==> src/rtl/score4_pkg.sv <==
// Shared score4 types and board geometry, used by win_scan, state_update and the VGA renderer.
package score4_pkg;

  localparam int ROWS = 6;
  localparam int COLS = 7;
  localparam int LINE = 4;

  typedef enum logic [1:0] {EMPTY = 2'b00, RED = 2'b01, YELLOW = 2'b10} cell_t;
  typedef enum logic [1:0] {H = 2'd0, V = 2'd1, DR = 2'd2, DL = 2'd3} dir_t;
  typedef enum logic [1:0] {S_IDLE, S_SCAN, S_DONE} scan_state_t;

  // 2'b11 is not a legal player code and counts as an empty cell
  function automatic logic cell_empty(input logic [1:0] c);
    return (c == 2'b00) || (c == 2'b11);
  endfunction

endpackage

==> src/rtl/win_scan_line_match.sv <==
// Combinational run detector: all LINE cells of a window hold the given player code.
module line_match #(
  parameter int LINE = 4
) (
  input  logic [LINE-1:0][1:0] cells,
  input  logic [1:0]           player,
  output logic                 match
);

  always_comb begin
    match = 1'b1;
    for (int k = 0; k < LINE; k++)
      if (cells[k] != player) match = 1'b0;
  end

endmodule

==> src/rtl/win_scan.sv <==
// Sequential score4 win/full detector: scans a board snapshot one anchor cell per cycle
// and checks the four line directions from each anchor.
module win_scan #(
  parameter int ROWS = 6,
  parameter int COLS = 7,
  parameter int LINE = 4
) (
  input  logic                              clk,
  input  logic                              rst,
  input  logic [ROWS-1:0][COLS-1:0][1:0]    panel,
  input  logic                              start,
  output logic                              busy,
  output logic                              done,
  output logic                              win_a,
  output logic                              win_b,
  output logic                              full_panel,
  output logic                              win_valid,
  output logic [$clog2(ROWS)-1:0]           win_row,
  output logic [$clog2(COLS)-1:0]           win_col,
  output logic [1:0]                        win_dir
);
  import score4_pkg::*;

  localparam int RW = $clog2(ROWS);
  localparam int CW = $clog2(COLS);
  localparam int NDIR = 4;

  scan_state_t state, state_nxt;

  logic [ROWS-1:0][COLS-1:0][1:0] snap;
  logic [RW-1:0] row, pend_row, pend_row_nxt;
  logic [CW-1:0] col, pend_col, pend_col_nxt;
  logic [1:0]    pend_dir, pend_dir_nxt, first_dir;
  logic          a_hit, b_hit, first_hit, empty_seen;
  logic          a_nxt, b_nxt, empty_nxt, last_cell;

  logic [NDIR-1:0][LINE-1:0][1:0] win_cells;
  logic [NDIR-1:0] inb, hit_a, hit_b, any_hit;

  assign last_cell = (int'(row) == ROWS-1) && (int'(col) == COLS-1);

  // Windows never wrap: a direction is only considered when its whole line fits on the board
  assign inb[H]  = int'(col) <= COLS-LINE;
  assign inb[V]  = int'(row) <= ROWS-LINE;
  assign inb[DR] = (int'(row) <= ROWS-LINE) && (int'(col) <= COLS-LINE);
  assign inb[DL] = (int'(row) <= ROWS-LINE) && (int'(col) >= LINE-1);

  for (genvar d = 0; d < NDIR; d++) begin : g_dir
    localparam int DRO = (d == 0) ? 0 : 1;
    localparam int DCO = (d == 0) ? 1 : (d == 1) ? 0 : (d == 2) ? 1 : -1;

    for (genvar k = 0; k < LINE; k++) begin : g_cell
      always_comb begin : fetch
        int r, c;
        r = int'(row) + DRO*k;
        c = int'(col) + DCO*k;
        win_cells[d][k] = 2'b00;
        if (r >= 0 && r < ROWS && c >= 0 && c < COLS)
          win_cells[d][k] = snap[r[RW-1:0]][c[CW-1:0]];
      end
    end

    line_match #(.LINE(LINE)) u_match_a (.cells(win_cells[d]), .player(RED),    .match(hit_a[d]));
    line_match #(.LINE(LINE)) u_match_b (.cells(win_cells[d]), .player(YELLOW), .match(hit_b[d]));

    assign any_hit[d] = inb[d] & (hit_a[d] | hit_b[d]);
  end

  always_comb begin
    a_nxt     = a_hit | |(hit_a & inb);
    b_nxt     = b_hit | |(hit_b & inb);
    empty_nxt = empty_seen | cell_empty(snap[row][col]);
    first_dir = 2'd0;
    for (int d = NDIR-1; d >= 0; d--)
      if (any_hit[d]) first_dir = 2'(d);
    pend_row_nxt = pend_row;
    pend_col_nxt = pend_col;
    pend_dir_nxt = pend_dir;
    if (!first_hit && |any_hit) begin
      pend_row_nxt = row;
      pend_col_nxt = col;
      pend_dir_nxt = first_dir;
    end
  end

  always_ff @(posedge clk or posedge rst) begin
    if (rst) state <= S_IDLE;
    else     state <= state_nxt;
  end

  always_comb begin
    state_nxt = state;
    busy      = 1'b0;
    done      = 1'b0;
    unique case (state)
      S_IDLE: if (start) state_nxt = S_SCAN;
      S_SCAN: begin
        busy = 1'b1;
        if (last_cell) state_nxt = S_DONE;
      end
      S_DONE: begin
        busy      = 1'b1;
        done      = 1'b1;
        state_nxt = S_IDLE;
      end
      default: state_nxt = S_IDLE;
    endcase
  end

  // Result registers load on the edge into DONE so they are already visible with the done pulse
  always_ff @(posedge clk or posedge rst) begin
    if (rst) begin
      snap       <= '0;
      row        <= '0;
      col        <= '0;
      a_hit      <= 1'b0;
      b_hit      <= 1'b0;
      first_hit  <= 1'b0;
      empty_seen <= 1'b0;
      pend_row   <= '0;
      pend_col   <= '0;
      pend_dir   <= '0;
      win_a      <= 1'b0;
      win_b      <= 1'b0;
      full_panel <= 1'b0;
      win_valid  <= 1'b0;
      win_row    <= '0;
      win_col    <= '0;
      win_dir    <= '0;
    end else begin
      case (state)
        S_IDLE: if (start) begin
          snap       <= panel;
          row        <= '0;
          col        <= '0;
          a_hit      <= 1'b0;
          b_hit      <= 1'b0;
          first_hit  <= 1'b0;
          empty_seen <= 1'b0;
          pend_row   <= '0;
          pend_col   <= '0;
          pend_dir   <= '0;
        end
        S_SCAN: begin
          a_hit      <= a_nxt;
          b_hit      <= b_nxt;
          empty_seen <= empty_nxt;
          first_hit  <= first_hit | |any_hit;
          pend_row   <= pend_row_nxt;
          pend_col   <= pend_col_nxt;
          pend_dir   <= pend_dir_nxt;
          if (int'(col) == COLS-1) begin
            col <= '0;
            row <= row + 1'b1;
          end else begin
            col <= col + 1'b1;
          end
          if (last_cell) begin
            win_a      <= a_nxt;
            win_b      <= b_nxt;
            full_panel <= ~empty_nxt;
            win_valid  <= a_nxt | b_nxt;
            win_row    <= pend_row_nxt;
            win_col    <= pend_col_nxt;
            win_dir    <= pend_dir_nxt;
          end
        end
        default: ;
      endcase
    end
  end

endmodule

==> config.mk <==
export PLATFORM = sky130hd
export DESIGN_NAME = win_scan
export DESIGN_NICKNAME = d
export VERILOG_FILES = /design/src/rtl/score4_pkg.sv /design/src/rtl/win_scan_line_match.sv /design/src/rtl/win_scan.sv
export SDC_FILE = /design/constraint.sdc
export NUM_CORES = 1
export LEC_CHECK = 0
export BUFFER_PORTS_ARGS = -buffer_cell sky130_fd_sc_hd__buf_2
export CORE_ASPECT_RATIO = 0.75
export CORE_UTILIZATION = 62
export CTS_BUF_LIST = sky130_fd_sc_hd__clkbuf_8
export DETAILED_ROUTE_END_ITERATION = 6
export HOLD_SLACK_MARGIN = 0.1
export PLACE_DENSITY = 0.83
export SLEW_MARGIN = 30
export SYNTH_ARGS = -nofsm -noshare
export SYNTH_HDL_FRONTEND = slang
export SYNTH_SLANG_ARGS = --single-unit
==> constraint.sdc <==
create_clock -name clk -period 5.4 [get_ports clk]
set_input_delay 1.08 -clock clk [delete_from_list [all_inputs] [get_ports clk]]
set_output_delay 1.08 -clock clk [all_outputs]
set_load 0.05 [all_outputs]
==> impl_metrics.toml, run 1 <==
[status]
status = "finished, violations left"
violations = "DRC"

[critical_path]
reg2reg_setup_slack_ps = 330
worst-setup-path-type = "flop to flop"
setup.worst_path.start_class = "flop"
cp.buffers_inverters = 1
rr_startpoint = "row[0]"
crit_arrival_ps = 5420
r2r_cells = 12
cpMaxStageDelayCell = "a2111oi_0"
cp_top_family = "compound AO/OA/AOI/OAI gates"
required_ps = 5750
critPathCaptureType = "flop"
crit_chain = "buf_12, mux2i_1, o22a_1, o21ai_0, a2111oi_0, a21oi_1, or4_1, nor3_2, nor4_2, a21oi_4, o21bai_2, a22o_1"
path_depth = 12
slowest_delay_ps = 860
cp_max_fo = 97
r2r-end = "pend_row[2]"

[cells_and_area]
layout.nets = 1156
final_area_sq_mm = 0.0105
drive_gt1_share_pct = 29.2
n_antenna_cell = 0
nFillCells = 1097
area_growth_pct = 11.2

[yosys]
synth_cells = 967
syn_avg_cell_area_sq_um = 9.80
syn_area_sq_mm = 0.00948
synth_edf_count = 0
synthTopCellsByArea = "dfrtp_1 31%, mux2_2 13%, mux2i_1 8.2%, mux4_2 5.7%, ha_1 3.2%"
syn_nets = 1078
ys_warn_count = 0
synth-seq-cells = 116
yosysSeqAreaShare_pct = 30.6
ys_top_cells_by_count = "116 x dfrtp_1, 109 x mux2_2, 78 x mux2i_1"
yosysTopAreaCell = "dfrtp_1"
yosysMostFrequentCell = "dfrtp_1"
async_reset_ff_share_pct = 100
synth_ff_type = "dfrtp_1"
ys_types = 84
netlist.area_leader.share_pct = 30.6

[placement]
placed_area_sq_mm = 0.0101
gp_congestion = 1.14
place_hpwl_um = 24200
port_buffers = 100

[global_route]
antenna_found_initial = 1
grt.total_usage_pct = 42.8
overflow = 0
grt_pass1_wl_um = 49100
grt_pass1_vias = 8381
grt_max_degree = 98

[clocking]
htreeDepth = 4
cts-buffers-inserted = 17
cts-resized-gates = 0
cts_setup_buffers = 0
cts_tree = "done"
cts_hold_buf = 0
cts_root_buf = "clkbuf_8"
clk-insertion-delay-late_ps = 460
clock_tree.buffer_depth = 2
clkTransAtPathRegs_ps = 80
cts_sinks = 116

[timing]
finalCritPeriodShare_pct = 93.9
finalSetupViolations = 0
fin_setup_tns_ps = 0
max_freq_ghz = 0.197
period_minus_slack_ps = 5070
hold_viol_final = 0
worst-slew-pin-transition_ps = 922
rsz0062_at_grt = "false"
slew_viol_final = 0
relSlewSlack_pct = 37.6
skew_ps = 12.5

[power]
seq_power_share_pct = 22.9
powerDensity_mw_per_mm2 = 666
power_frac_clock_pct = 12.6
p_int_mw = 3.51
leakage_nw = 4.31
p_switching_mw = 3.52
peakVddDrop_mv = 0.395
p_sw_share_pct = 50.1
combPwrFrac_pct = 64.5

[min_path]
hold_depth = 2
hold_end = "win_row[2]"
hold_class = "flop to flop"
min-delay-start = "win_row[2]"

[drt]
antenna_left = 0
drt_iter0_markers = 1398
drt-pass1-iter-count = 7
vias = 9056
wl_per_cell_um = 25.5
vias_per_cell = 7.20
drc_errors = 1
wirelength_um = 32100

[flow_run]
maxCapViolations = 0

[floorplan]
initial_core_util_pct = 64.5
die-area_sq_mm = 0.0158
die_h_um = 109
rows = 38
fp.dieW_um = 145
io_pins = 101
core-area_sq_mm = 0.0147
==> cells in the final DEF, fill, tap and decap left out, types with 14 or more instances in the layout <==
cell      instances
mux4_2           24
inv_1            15
buf_4            26
ha_1             24
nor4_1           14
nand2_1          59
nand2b_1         14
nor3_1           47
clkbuf_8         19
mux2_2          109
nand3_1          29
dfrtp_1         114
o221ai_1         14
buf_2           100
o22ai_1          14
o21ai_0          35
mux2i_1          78
a21oi_1          28
nor2_1           51
==> worst max path at each step <==
stage,startpoint,slack [ps],end
after floorplan,col[1],650,pend_col[1]
after global placement,row[1],600,pend_col[2]
after global routing,row[0],180,pend_col[1]
after detailed placement,row[0],540,pend_row[2]
final,row[0],330,pend_row[2]
after CTS,row[0],530,pend_row[2]
==> cells by family after synthesis <==
family | synth area share, %
buffers and inverters | 4.51
flip-flops | 30.6
XOR/XNOR | 0.713
adder cells (fa/ha/maj) | 3.17
multiplexers | 28.4
AO/OA/AOI/OAI | 17.0
AND/OR/NAND/NOR | 15.6
==> per-layer routing <==
metal | global-route usage, % | wire [um] | vias to the layer above
met4 | 16.8 | 1170 | 0
met3 | 15.8 | 4720 | 124
li1 | - | - | 3911
met2 | 57.9 | 13000 | 731
met5 | 0 | 0 | -
met1 | 61.3 | 13200 | 4290
==> flip-flops by register name (all words and copies together) (netlist names), 2 cells and up <==
| signal | flops |
|---|---|
| col | 3 |
| pend_col | 3 |
| win_col | 3 |
| win_dir | 2 |
| snap | 84 |
| pend_row | 3 |
| pend_dir | 2 |
| win_row | 3 |
| row | 3 |
| state | 2 |
==> area by class of cell <==
cell class              instances  area, sq um  area share, %
multi-input cells             763         6160           58.4
well taps                     200          250           2.37
flip-flops and latches        116         2910           27.6
clock inverters                13          155           1.47
repair buffers                128          736           6.98
clock buffers                  19          262           2.48
inverters                      19         73.8          0.700
==> power by group through the flow <==
stage | Clock, mW | Combinational [mW] | Sequential (mW)
after floorplan | 0 | 3.08 | 1.45
after global placement | 0 | 4.26 | 1.57
after detailed placement | 0 | 4.27 | 1.60
after CTS | 0.882 | 4.29 | 1.59
after global routing | 0.924 | 4.74 | 1.65
final | 0.883 | 4.53 | 1.61
==> per-stage QoR <==
step                total power [mW]  hold WS, ps  std cells  setup slack, ps  utilization (%)
floorplan                       4.53          449        967              648                -
global placement                5.83          447       1226              601             68.9
detailed placement              5.87          460       1226              542             68.9
CTS                             6.76          478       1258              527             71.8
global route                    7.31          504       1258              178             71.8
finish                          7.02          481       1258              328             71.8
==> worst register-to-register path, delay by kind of cell (launching register included) <==
| kind | cells | cell delay (ps) |
|---|---|---|
| DFF | 1 | 480 |
| AOI/OAI and AO/OA | 7 | 2510 |
| and+or+nand+nor | 3 | 920 |
| muxes | 1 | 620 |
| buffers and inverters | 1 | 440 |
(Power assumes the default switching activity.)
==> inputs of run 2 (changes only) <==
- CORE_UTILIZATION: 62 -> 45
- PLACE_DENSITY: 0.83 -> default
==> run 2 against run 1 <==
Net effect:
- the run still ends with DRC left
- final area grew 1.2%
- combinational power shrank 2%
- largest power group unchanged
- via count shrank 3.6%
- sequential share of layout area shrank 0.31 points
- flip-flop and latch count is the same
- worst hold slack lost 15 ps
- highest routed layer unchanged
- total power shrank 0.41%
- maximum frequency grew 3.9%
- clock skew grew 4.6 ps
- critical path type unchanged
- sequential power shrank 2%
- register-to-register slack gained 190 ps
==> impl_metrics.toml, run 2 (synthesized netlist as in run 1, its figures left out) <==
[critical_path]
critPathCaptureType = "flop"
crit_chain = "inv_1, ha_1, nor2_1, and2_1, a31oi_1, mux4_2, or3_1, or4_1, and4b_1, a21oi_4, o21bai_2, a22o_1"
cp_top_family = "simple AND/OR/NAND/NOR gates"
worst-setup-path-type = "flop to flop"
setup.worst_path.start_class = "flop"
required_ps = 5750
cp.buffers_inverters = 1
crit_start = "row[2]"
cpMaxStageDelayCell = "nor2_1"
rr_startpoint = "row[2]"
slowest_delay_ps = 570
cp_max_fo = 14
crit_arrival_ps = 5230

[power]
leakage_nw = 4.31
fin_total_pwr_mw = 6.99
p_int_mw = 3.55
power_frac_clock_pct = 13.8
p_sw_share_pct = 49.3
seq_power_share_pct = 22.4
powerDensity_mw_per_mm2 = 656
combPwrFrac_pct = 63.7
peakVddDrop_mv = 0.259
p_switching_mw = 3.45

[drt]
drt-pass1-iter-count = 7
wirelength_um = 32100
vias_per_cell = 6.53
drc_errors = 1
wl_per_cell_um = 24.0
antenna_left = 0
vias = 8726
drt_iter0_markers = 1363

[cells_and_area]
final_common_cell = "dfrtp_1"
nFillCells = 1861
layout.nets = 1154
regMostFlops = "snap"
area_growth_pct = 12.5
largest_reg_flops = 84
drive_gt1_share_pct = 28.9
final_cell_mix = "114 x dfrtp_1, 109 x mux2_2, 100 x buf_2, 78 x mux2i_1, 59 x nand2_1"
n_antenna_cell = 0
seqCellArea_sq_mm = 0.00291
multi_input_area_sq_mm = 0.00617
final_area_sq_mm = 0.0107

[timing]
finalWorstSetupSlack_ps = 519
worst-slew-pin-transition_ps = 928
period_minus_slack_ps = 4880
skew_ps = 17.1
rsz0062_at_grt = "false"
max_freq_ghz = 0.205
relSlewSlack_pct = 37.1
finalSetupViolations = 0
fin_hold_ws_ps = 466
hold_viol_final = 0
finalCritPeriodShare_pct = 90.4
slew_viol_final = 0
fin_setup_tns_ps = 0

[flow_run]
maxCapViolations = 0

[floorplan]
core-area_sq_mm = 0.0204
initial_core_util_pct = 46.4
io_pins = 101
die_h_um = 128
rows = 45
die-area_sq_mm = 0.0217
fp.dieW_um = 170

[global_route]
grt.total_usage_pct = 30.5
overflow = 0
grt_max_degree = 98
antenna_found_initial = 0
grt_pass1_vias = 8064
grt_pass1_wl_um = 49500

[clocking]
cts_tree = "done"
cts_sinks = 116
cts-buffers-inserted = 17
clkTransAtPathRegs_ps = 80
htreeDepth = 4
cts-resized-gates = 0
clk-insertion-delay-late_ps = 460
cts_root_buf = "clkbuf_8"
cts_hold_buf = 0
cts_setup_buffers = 0
clock_tree.buffer_depth = 2

[placement]
placed_area_sq_mm = 0.0102
place_hpwl_um = 24400
port_buffers = 100
gp_congestion = 1.05
place_ws_ps = 614

[status]
status = "finished, violations left"
violations = "DRC"

[min_path]
min-delay-start = "win_row[2]"
hold_class = "flop to flop"
## run 2: cell count changes in the layout (fill, tap and decap cells not counted), sizes merged
| cell | previous run | this run |
|---|---|---|
| buf | 128 | 126 |
| bufinv | 3 | 5 |
| clkbuf | 19 | 18 |
| clkinv | 6 | 3 |
## run 2: path summary, 6_finish.rpt
check | slack [ps] | to | cells after the start
worst max-delay path | 520 | pend_col[0] | 12
worst min-delay path | 470 | win_row[2] | 2
worst max register to register | 520 | pend_col[0] | 12
worst min register to register | 470 | win_row[2] | 2
max in group asynchronous | 3910 | row[0] | 3
min in group asynchronous | 800 | snap[63] | 3
## run 2: power groups by stage
stage / logic (mW) / registers, mW / clock network (mW)
floorplan: 3.08 / 1.45 / 0
detailed placement: 4.26 / 1.58 / 0
global placement: 4.30 / 1.56 / 0
finish: 4.46 / 1.57 / 0.967
CTS: 4.28 / 1.56 / 0.975
global route: 4.71 / 1.62 / 1.02
## run 2: metal layers
layer	vias up	routed length, um	GRT usage [%]
met3	100	3880	8.95
met2	561	12400	40.6
met4	0	1020	9.59
li1	3898	-	-
met1	4167	14800	46.4
met5	-	0	0
## run 2: metrics by stage
stage	std cells	utilization, %
floorplan	967	-
global placement	1306	49.9
detailed placement	1306	49.9
CTS	1336	52.1
global route	1336	52.2
finish	1336	52.2
## run 2: worst min-delay path: stages (launching register included)
cell and delay (ps):
dfrtp_1 340, nand2_1 50, nand2_1 50
## run 2: area by class of cell
class	count	share of cell area, %
clock buffers	18	2.32
clock inverters	12	1.91
inverters	19	0.692
multi-input cells	763	57.9
flip-flops and latches	116	27.3
well taps	282	3.31
repair buffers	126	6.64
